===== src/rtl/usb_packet_decoder_pkg.sv =====
// rtl/usb_packet_decoder_pkg.sv - shared USB PID encodings, decoder states, CRC5 helpers
package usb_packet_decoder_pkg;

  typedef enum logic [3:0] {
    PID_RESERVED = 4'b0000,
    PID_OUT      = 4'b0001,
    PID_ACK      = 4'b0010,
    PID_DATA0    = 4'b0011,
    PID_PING     = 4'b0100,
    PID_SOF      = 4'b0101,
    PID_NYET     = 4'b0110,
    PID_DATA2    = 4'b0111,
    PID_SPLIT    = 4'b1000,
    PID_IN       = 4'b1001,
    PID_NAK      = 4'b1010,
    PID_DATA1    = 4'b1011,
    PID_PRE      = 4'b1100,
    PID_SETUP    = 4'b1101,
    PID_STALL    = 4'b1110,
    PID_MDATA    = 4'b1111
  } pid_t;

  typedef logic [3:0] rx_state_t;

  localparam rx_state_t ST_SYNC_WAIT = 4'd0;
  localparam rx_state_t ST_IDLE      = 4'd1;
  localparam rx_state_t ST_PID       = 4'd2;
  localparam rx_state_t ST_TOK1      = 4'd3;
  localparam rx_state_t ST_TOK2      = 4'd4;
  localparam rx_state_t ST_TOK_END   = 4'd5;
  localparam rx_state_t ST_HSK       = 4'd6;
  localparam rx_state_t ST_DATA      = 4'd7;
  localparam rx_state_t ST_DISCARD   = 4'd8;

  localparam logic [4:0] CRC5_INIT     = 5'b11111;
  localparam logic [4:0] CRC5_POLY     = 5'b00101;
  localparam logic [4:0] CRC5_RESIDUAL = 5'b01100;

  // PID class lives in the two low PID bits; 2'b00 is the special/unsupported class
  function automatic logic is_token(input logic [1:0] cls);
    return cls == 2'b01;
  endfunction

  function automatic logic is_handshake(input logic [1:0] cls);
    return cls == 2'b10;
  endfunction

  function automatic logic is_data(input logic [1:0] cls);
    return cls == 2'b11;
  endfunction

  function automatic logic pid_check_ok(input logic [7:0] b);
    return b[7:4] == ~b[3:0];
  endfunction

  // Eight serial shifts, LSB of the byte first, as the bits arrive on the wire
  function automatic logic [4:0] crc5_byte(input logic [4:0] crc, input logic [7:0] d);
    logic [4:0] c;
    c = crc;
    for (int i = 0; i < 8; i++) begin
      if (d[i] ^ c[4]) c = {c[3:0], 1'b0} ^ CRC5_POLY;
      else             c = {c[3:0], 1'b0};
    end
    return c;
  endfunction

endpackage


===== src/rtl/usb_packet_decoder_if.sv =====
// rtl/usb_packet_decoder_if.sv - byte stream from the bit-level receiver into the decoder
interface usb_packet_decoder_if;
  logic       rx_active;
  logic       rx_valid;
  logic [7:0] rx_data;
  logic       rx_error;

  modport master (output rx_active, rx_valid, rx_data, rx_error);
  modport slave  (input  rx_active, rx_valid, rx_data, rx_error);
endinterface


===== src/rtl/usb_crc5.sv =====
// rtl/usb_crc5.sv - byte-wide CRC5 accumulator with residual compare for token packets
module usb_crc5
  import usb_packet_decoder_pkg::*;
(
  input  logic       clk,
  input  logic       reset,
  input  logic       init,
  input  logic       step,
  input  logic [7:0] data,
  output logic [4:0] crc,
  output logic       residual_ok
);

  always_ff @(posedge clk) begin
    if (reset || init) crc <= CRC5_INIT;
    else if (step)     crc <= crc5_byte(crc, data);
  end

  assign residual_ok = (crc == CRC5_RESIDUAL);

endmodule


===== src/rtl/usb_packet_decoder.sv =====
// rtl/usb_packet_decoder.sv - classifies received USB packets by PID, checks tokens,
// reports handshakes and forwards data payload bytes
module usb_packet_decoder
  import usb_packet_decoder_pkg::*;
(
  input  logic                   clk,
  input  logic                   reset,
  usb_packet_decoder_if.slave    rx,
  output logic                   token_valid,
  output logic [3:0]             token_pid,
  output logic [6:0]             token_addr,
  output logic [3:0]             token_endp,
  output logic                   hsk_valid,
  output logic [3:0]             hsk_pid,
  output logic                   data_start,
  output logic [3:0]             data_pid,
  output logic                   data_valid,
  output logic [7:0]             data_byte,
  output logic                   data_end,
  output logic                   pid_error,
  output logic                   crc_error,
  output logic                   pkt_error
);

  rx_state_t  state;
  logic [3:0] pid_q;
  logic [7:0] tok_b1;
  logic [2:0] tok_endp_hi;
  logic       in_pkt;
  logic       crc_step;
  logic       crc_ok;
  logic [4:0] crc_val;

  assign in_pkt   = state inside {ST_PID, ST_TOK1, ST_TOK2, ST_TOK_END, ST_HSK, ST_DATA};
  assign crc_step = (state == ST_TOK1 || state == ST_TOK2) && rx.rx_active && rx.rx_valid;

  usb_crc5 u_crc5 (
    .clk         (clk),
    .reset       (reset),
    .init        (state == ST_PID),
    .step        (crc_step),
    .data        (rx.rx_data),
    .crc         (crc_val),
    .residual_ok (crc_ok)
  );

  always_ff @(posedge clk) begin
    if (reset) begin
      state       <= ST_SYNC_WAIT;
      pid_q       <= PID_RESERVED;
      tok_b1      <= 8'h00;
      tok_endp_hi <= 3'b000;
      token_valid <= 1'b0;
      token_pid   <= PID_RESERVED;
      token_addr  <= 7'h00;
      token_endp  <= 4'h0;
      hsk_valid   <= 1'b0;
      hsk_pid     <= PID_RESERVED;
      data_start  <= 1'b0;
      data_pid    <= PID_RESERVED;
      data_valid  <= 1'b0;
      data_byte   <= 8'h00;
      data_end    <= 1'b0;
      pid_error   <= 1'b0;
      crc_error   <= 1'b0;
      pkt_error   <= 1'b0;
    end else begin
      token_valid <= 1'b0;
      hsk_valid   <= 1'b0;
      data_start  <= 1'b0;
      data_valid  <= 1'b0;
      data_end    <= 1'b0;
      pid_error   <= 1'b0;
      crc_error   <= 1'b0;
      pkt_error   <= 1'b0;

      // A line error wins over whatever the packet state would otherwise do
      if (in_pkt && rx.rx_error) begin
        pkt_error <= 1'b1;
        state     <= ST_DISCARD;
      end else begin
        case (state)
          ST_SYNC_WAIT: if (!rx.rx_active) state <= ST_IDLE;
          ST_IDLE:      if (rx.rx_active)  state <= ST_PID;
          ST_PID: begin
            if (!rx.rx_active) begin
              pkt_error <= 1'b1;
              state     <= ST_IDLE;
            end else if (rx.rx_valid) begin
              pid_q <= rx.rx_data[3:0];
              if (!pid_check_ok(rx.rx_data)) begin
                pid_error <= 1'b1;
                state     <= ST_DISCARD;
              end else if (is_token(rx.rx_data[1:0])) begin
                state <= ST_TOK1;
              end else if (is_handshake(rx.rx_data[1:0])) begin
                state <= ST_HSK;
              end else if (is_data(rx.rx_data[1:0])) begin
                data_start <= 1'b1;
                data_pid   <= rx.rx_data[3:0];
                state      <= ST_DATA;
              end else begin
                pid_error <= 1'b1;
                state     <= ST_DISCARD;
              end
            end
          end
          ST_TOK1, ST_TOK2: begin
            if (!rx.rx_active) begin
              pkt_error <= 1'b1;
              state     <= ST_IDLE;
            end else if (rx.rx_valid) begin
              if (state == ST_TOK1) begin
                tok_b1 <= rx.rx_data;
                state  <= ST_TOK2;
              end else begin
                tok_endp_hi <= rx.rx_data[2:0];
                state       <= ST_TOK_END;
              end
            end
          end
          ST_TOK_END: begin
            if (!rx.rx_active) begin
              if (crc_ok) begin
                token_valid <= 1'b1;
                token_pid   <= pid_q;
                token_addr  <= tok_b1[6:0];
                token_endp  <= {tok_endp_hi, tok_b1[7]};
              end else begin
                crc_error <= 1'b1;
              end
              state <= ST_IDLE;
            end else if (rx.rx_valid) begin
              pkt_error <= 1'b1;
              state     <= ST_DISCARD;
            end
          end
          ST_HSK: begin
            if (!rx.rx_active) begin
              hsk_valid <= 1'b1;
              hsk_pid   <= pid_q;
              state     <= ST_IDLE;
            end else if (rx.rx_valid) begin
              pkt_error <= 1'b1;
              state     <= ST_DISCARD;
            end
          end
          ST_DATA: begin
            if (!rx.rx_active) begin
              data_end <= 1'b1;
              state    <= ST_IDLE;
            end else if (rx.rx_valid) begin
              data_valid <= 1'b1;
              data_byte  <= rx.rx_data;
            end
          end
          ST_DISCARD:   if (!rx.rx_active) state <= ST_IDLE;
          default:      state <= ST_SYNC_WAIT;
        endcase
      end
    end
  end

endmodule


===== src/flat_wrapper.sv =====
// flat-port wrapper written by rule: the top's interface ports become plain ports
module usb_packet_decoder_flat import usb_packet_decoder_pkg::*;
  (clk, reset, token_valid, token_pid, token_addr, token_endp, hsk_valid, hsk_pid, data_start, data_pid, data_valid, data_byte, data_end, pid_error, crc_error, pkt_error, rx_rx_active, rx_rx_valid, rx_rx_data, rx_rx_error);
  usb_packet_decoder_if rx_i ();
  input  logic clk;
  input  logic reset;
  output logic token_valid;
  output logic [3:0] token_pid;
  output logic [6:0] token_addr;
  output logic [3:0] token_endp;
  output logic hsk_valid;
  output logic [3:0] hsk_pid;
  output logic data_start;
  output logic [3:0] data_pid;
  output logic data_valid;
  output logic [7:0] data_byte;
  output logic data_end;
  output logic pid_error;
  output logic crc_error;
  output logic pkt_error;
  input wire logic [$bits(rx_i.rx_active)-1:0] rx_rx_active;
  input wire logic [$bits(rx_i.rx_valid)-1:0] rx_rx_valid;
  input wire logic [$bits(rx_i.rx_data)-1:0] rx_rx_data;
  input wire logic [$bits(rx_i.rx_error)-1:0] rx_rx_error;
  assign rx_i.rx_active = rx_rx_active;
  assign rx_i.rx_valid = rx_rx_valid;
  assign rx_i.rx_data = rx_rx_data;
  assign rx_i.rx_error = rx_rx_error;
  usb_packet_decoder u_core (.clk(clk), .reset(reset), .rx(rx_i), .token_valid(token_valid), .token_pid(token_pid), .token_addr(token_addr), .token_endp(token_endp), .hsk_valid(hsk_valid), .hsk_pid(hsk_pid), .data_start(data_start), .data_pid(data_pid), .data_valid(data_valid), .data_byte(data_byte), .data_end(data_end), .pid_error(pid_error), .crc_error(crc_error), .pkt_error(pkt_error));
endmodule

===== config.mk =====
export PLATFORM = sky130hd
export DESIGN_NAME = usb_packet_decoder_flat
export DESIGN_NICKNAME = d
export VERILOG_FILES = /design/src/rtl/usb_packet_decoder_pkg.sv /design/src/rtl/usb_packet_decoder_if.sv /design/src/rtl/usb_crc5.sv /design/src/rtl/usb_packet_decoder.sv /design/src/flat_wrapper.sv
export SDC_FILE = /design/constraint.sdc
export NUM_CORES = 1
export LEC_CHECK = 0
export ABC_AREA = 1
export ABC_CLOCK_PERIOD_IN_PS = 4450
export CORE_MARGIN = 4
export CORE_UTILIZATION = 45
export CTS_CLUSTER_DIAMETER = 40
export DETAILED_ROUTE_END_ITERATION = 8
export PLACE_DENSITY_LB_ADDON = 0.2
export SLEW_MARGIN = 10
export SYNTH_ARGS = -nofsm -noshare
export SYNTH_HDL_FRONTEND = slang
export SYNTH_SLANG_ARGS = --single-unit
export TNS_END_PERCENT = 50

===== constraint.sdc =====
create_clock -name clk -period 4.45 [get_ports clk]
set_clock_uncertainty 0.05 [all_clocks]
set_input_delay 0.445 -clock clk [delete_from_list [all_inputs] [get_ports clk]]
set_output_delay 0.445 -clock clk [all_outputs]
set_load 0.03 [all_outputs]

# Yosys cells after proc, flatten, opt, wreduce, memory -nomap -nowiden
# Index checks and enable logic that the tools add are counted.
dict set report op_classes {
  add_sub_neg 0
  multipliers 0
  div_mod_pow 0
  magnitude_cmp 0
  n_eq_ne 23
  shifts 0
  n_mux 49
  n_bitwise 28
  reduce_logical 26
}
# op n
set op_table {}
lappend op_table {{5-bit 2-to-1 mux} 14}
lappend op_table {{4-bit 2-to-1 mux} 13}
lappend op_table {{3-bit 2-to-1 mux} 8}
lappend op_table {{4-bit one-hot mux with 5 select lines} 1}
lappend op_table {{5-bit AND reduction} 4}
lappend op_table {{4-bit by 3-bit == test with 1-bit output, second input constant} 4}
lappend op_table {{2-bit NOT} 8}
lappend op_table {{1-bit 2-to-1 mux} 12}
lappend op_table {{4-bit AND reduction} 3}
lappend op_table {{3-bit OR reduction} 4}
lappend op_table {{1-bit NOT} 11}
lappend op_table {{3-bit by 2-bit inequality test with 1-bit output, second input constant} 3}
lappend op_table {{4-bit by 2-bit == test with 1-bit output, second input constant} 2}
lappend op_table {{4-bit by 3-bit inequality test with 1-bit output, second input constant} 2}
lappend op_table {{8-bit AND reduction} 1}
lappend op_table {{8-bit OR reduction} 1}
lappend op_table {{1-bit XOR} 8}
lappend op_table {{3-bit inequality test, second input constant} 2}
lappend op_table {{6-bit nonzero test} 1}
lappend op_table {{2-bit OR reduction} 3}
lappend op_table {{5-bit by 4-bit == test with 1-bit output, second input constant} 1}
lappend op_table {{5-bit OR reduction} 1}
lappend op_table {{2-bit == test, second input constant} 2}
lappend op_table {{4-bit by 1-bit == test with 1-bit output, second input constant} 1}
lappend op_table {{12 further kinds} 16}
dict set report word_totals {
  reg_bits 63
  latchBits 0
  ram_bits 0
  romBits 0
  input_bits 13
  elab_cells 146
  n_memories 0
}

# Longest topological paths before layout
dict set report logic_depth {
  ltp_word 32
  ltp_mapped 12
  mapped_depth_nobuf 12
}

# Hierarchy
# Synthesis repeated with hierarchy kept, for this count alone.
dict set report unflattened {
  cells_unflattened 418
  hier_area_um2 2915.3
}
# module instances cells_each area_per_inst_um2 seq_area_each_um2
set modules_own_cells {}
lappend modules_own_cells {usb_packet_decoder 1 336 2468.6 1161.1}
lappend modules_own_cells {usb_crc5 1 82 446.7 100.1}

# Worst setup path before layout
# Ideal clock, no wire load.
dict set report synth_timing {
  path_type {input to register}
  start {in rx_rx_data[0]}
  end {reg u_core.data_pid[1]}
  t_arrival_ns 1.498
  t_required_ns 4.284
  slack_ns 2.786
  stages 9
  path_buffers 1
  path_cell_list {buf_2 > inv_1 > ha_1 > inv_1 > nand2_1 > nor2_1 > nand3_4 > o21ai_0 > nor2_1}
}
dict set report synth_between {
  elab_chain_len 3
  word_cells_on_any_way 8
  cone_classes {eq/ne (4); bitwise (3); reduce/logical (1)}
}
# item line_no
set synth_rtl {}
lappend synth_rtl {{start: declaration} flat_wrapper.sv:23} ;# input wire logic [$bits(rx_i.rx_data)-1:0] rx_rx_data;
lappend synth_rtl {{4-bit NOT, or another cell as far along} usb_packet_decoder_pkg.sv:53} ;# return b[7:4] == ~b[3:0];
lappend synth_rtl {{4-bit == test or 1-bit NOT (tied branches)} --}
lappend synth_rtl {{8-bit AND reduction (no source line) *} --}
lappend synth_rtl {{end signal: assignment} usb_packet_decoder.sv:100} ;# data_pid <= rx.rx_data[3:0];
lappend synth_rtl {{end: declaration} usb_packet_decoder.sv:16} ;# output logic [3:0] data_pid,
# Mark *: on every way between the ends. The rest lies on a longest branch, timed or not.
# A chain may end at the register's enable or synchronous reset.

# Final worst setup path
dict set report layout_timing {
  start {in rx_rx_data[1]}
  end {reg u_core.data_pid[3]}
}
# The elaborated chain is that of the path after synthesis.

==> results.md <==
- Worst path cell trace: clkdlybuf4s50_1, inv_1, nand2_1, nand2_1, nor2_1, nand2_1, nor2_1, nand3_4, o21ai_0, nor2_1
- H-tree depth: 3
- Die X: 90.4 um
- Data required, critical path: 4630 ps
- Area grow syn2layout: 24.9%
- CTS root buf: clkbuf_8
- Leakage: 1.48 nW
- Num ports: 52
- Peak VDD IR: 0.000218 V
- Largest net degree at the start of global routing: 43
- Share of layout cells above drive strength 1: 0.0921
- Via Count: 2802
- Mapped Cells: 416
- Routed wire length: 7.30 mm
- CTS tree: done
- Global placer's final weighted congestion: 0.842
- FILL cells: 609
- Antenna-violating nets left: 0
- RSZ-0062 raised after global routing: no
- Crit. End Element: register
- Setup violations, final: 0
- CP Class: input pin to register
- #FFs+latches synth: 63
- Run status: completed
- Count of cell types in the netlist: 28
- Largest stage delay, worst path: 710 ps
- Worst slew pin tran: 538 ps
- DPL Wire Length: 5.21 mm
- CTS clk-pin slew, worst paths: 80 ps
- Routed len/inst: 13.4 um
- Total area of sequential cells: 1260 um2
- Multi-input combinational cell area: 1530 um2
- Total GRT Usage: 0.186
- Synth area leaders: dfxtp_1 41%, nand2_1 11%, a21oi_1 7.7%
- Max Fclk: 0.467 GHz
- CTS Sinks: 63
- Worst R2R Setup Slack: 2420 ps
- MaxCap Viol Count: 0
- # rows: 29
- Synth Cell Area: 3060 um2
- DRC errors left: 0
- PnR worst setup slack: 2310 ps
- Die H: 90.4 um
- Syn nets: 434
- Clk_lat worst skew: 340 ps
- RR Endpoint: u_core.token_addr[1]
- Max-slew headroom: 0.641
- Util after Layout: 0.591
- PortBufs: 51
- Area of the core: 6460 um2
- Fin crit share: 0.481
- Nets: 480
- Number of global-route vias before repair: 2653
- Worst hold endpoint: u_core.token_addr[2]
- Clk buf depth: 2
- Min-delay src: u_core.token_addr[2]
- Hold WC Path Type: register to register
- Hold buffer count at cts: 0
- Crit path launch type: input pin
- Setup TNS Final: 0 ps
- Critical Path Fanout Max: 10
- Critical Path AT: 2320 ps
- Worst r2r src: u_core.state[3]
- Post-Syn Area per Cell: 7.34 um2
- Most common cell after layout, fill and taps aside: nand2_1
- Tmin final: 2140 ps
- Sequential area share after synthesis: 0.413
- Initial antenna violation count: 0
- Most frequent cells in the layout: 88 x nand2_1, 63 x dfxtp_1, 51 x clkdlybuf4s50_1
- Fin. Hold Viols: 0
- Vias per inst: 5.15
- Slew Limit Fails: 0
- Largest area contributor in the netlist: dfxtp_1
- Ys Warns: 0
- PwrDens: 389 nW/um2
- Post CTS Setup Buffer Count: 0
- Initial Util: 0.473
- CTS Buf Count: 9
- Post-CTS Resized: 0
- Critical Path Slowest Stage Cell: clkdlybuf4s50_1
- Area share of the largest cell type after synthesis: 0.413
- DR pass1 iterations: 4
- Initial DRC count: 273
- Reg2reg path depth: 9
- First-pass GRT wire length: 12.5 mm
- Total gr overflow: 0
- Full die area: 8170 um2
- WHS Path Cells: 2
- Pre-CTS setup slack: 1960 ps
- Antenna Cells: 0
[cell usage after synthesis, drive strengths merged]
cell	instances
a21oi	47
a31oi	2
buf	10
clkbuf	7
dfxtp	63
ha	5
inv	44
nand2	98
nand3	27
nand4	20
nor2	55
nor3	2
o21ai	22
xnor2	7
xor2	7
[worst max-delay path: cells and delay by family]
kind                   cells  cell delay, ps
buffers and inverters      2             890
AOI/OAI and AO/OA          1             200
and+or+nand+nor            7             790
[routing by layer]
layer  vias to the layer above  GRT usage  wire length [um]
li1                       1448          -                 -
met1                      1253      0.257              3540
met2                        91      0.284              3210
met3                        10     0.0350               440
met4                         0     0.0740               100
met5                         -          0                 0
[layout make-up]
cell class | instances | area share
inverters | 44 | 0.0433
multi-input cells | 292 | 0.400
well taps | 77 | 0.0252
flip-flops and latches | 63 | 0.330
clock buffers | 9 | 0.0325
clock inverters | 7 | 0.0328
repair buffers | 52 | 0.136
[metrics by stage]
step | instance area [um2] | power, W | hold WS (ps) | cells
final | 3820 | 0.00148 | 412 | 544
after global routing | 3820 | 0.00156 | 435 | 544
after detailed placement | 3570 | 0.000867 | 405 | 528
after global placement | 3570 | 0.000864 | 399 | 528
after floorplan | 3060 | 0.000815 | 390 | 416
after CTS | 3820 | 0.00149 | 418 | 544
[kinds of logic after synthesis]
group                      share of synthesized area
and+or+nand+nor                                0.322
AOI/OAI and AO/OA                              0.117
DFF                                            0.413
buffers and inverters                         0.0876
xor gates and xnor gates                      0.0401
adders and majority gates                     0.0205
[registers in the layout, indices dropped and copies added (netlist names), 3 cells and up]
name,cells
u_core.data_pid,4
u_core.token_endp,4
u_core.pid_q,4
u_core.state,4
u_core.tok_endp_hi,3
u_core.token_addr,7
u_core.data_byte,8
u_core.u_crc5.crc,5
u_core.tok_b1,8
u_core.token_pid,4
u_core.hsk_pid,4
[power breakdown]
group / switching [W] / leakage [nW] / internal [W]
registers: 0.0000176 / 0.508 / 0.000579
clock network: 0.000248 / 0.125 / 0.000380
logic: 0.000179 / 0.850 / 0.0000813
total: 0.000445 / 1.48 / 0.00104
[worst max path at each step]
stage / startpoint / end / slack [ps]
after floorplan: rx_rx_data[0] / u_core.data_pid[1] / 2790
after global placement: rx_rx_data[0] / u_core.data_pid[0] / 2030
after detailed placement: rx_rx_data[1] / u_core.data_pid[2] / 1960
after CTS: rx_rx_data[1] / u_core.data_pid[2] / 2320
after global routing: rx_rx_data[1] / u_core.data_pid[0] / 2090
final: rx_rx_data[1] / u_core.data_pid[3] / 2310
Power figures use the tool's default switching activity.
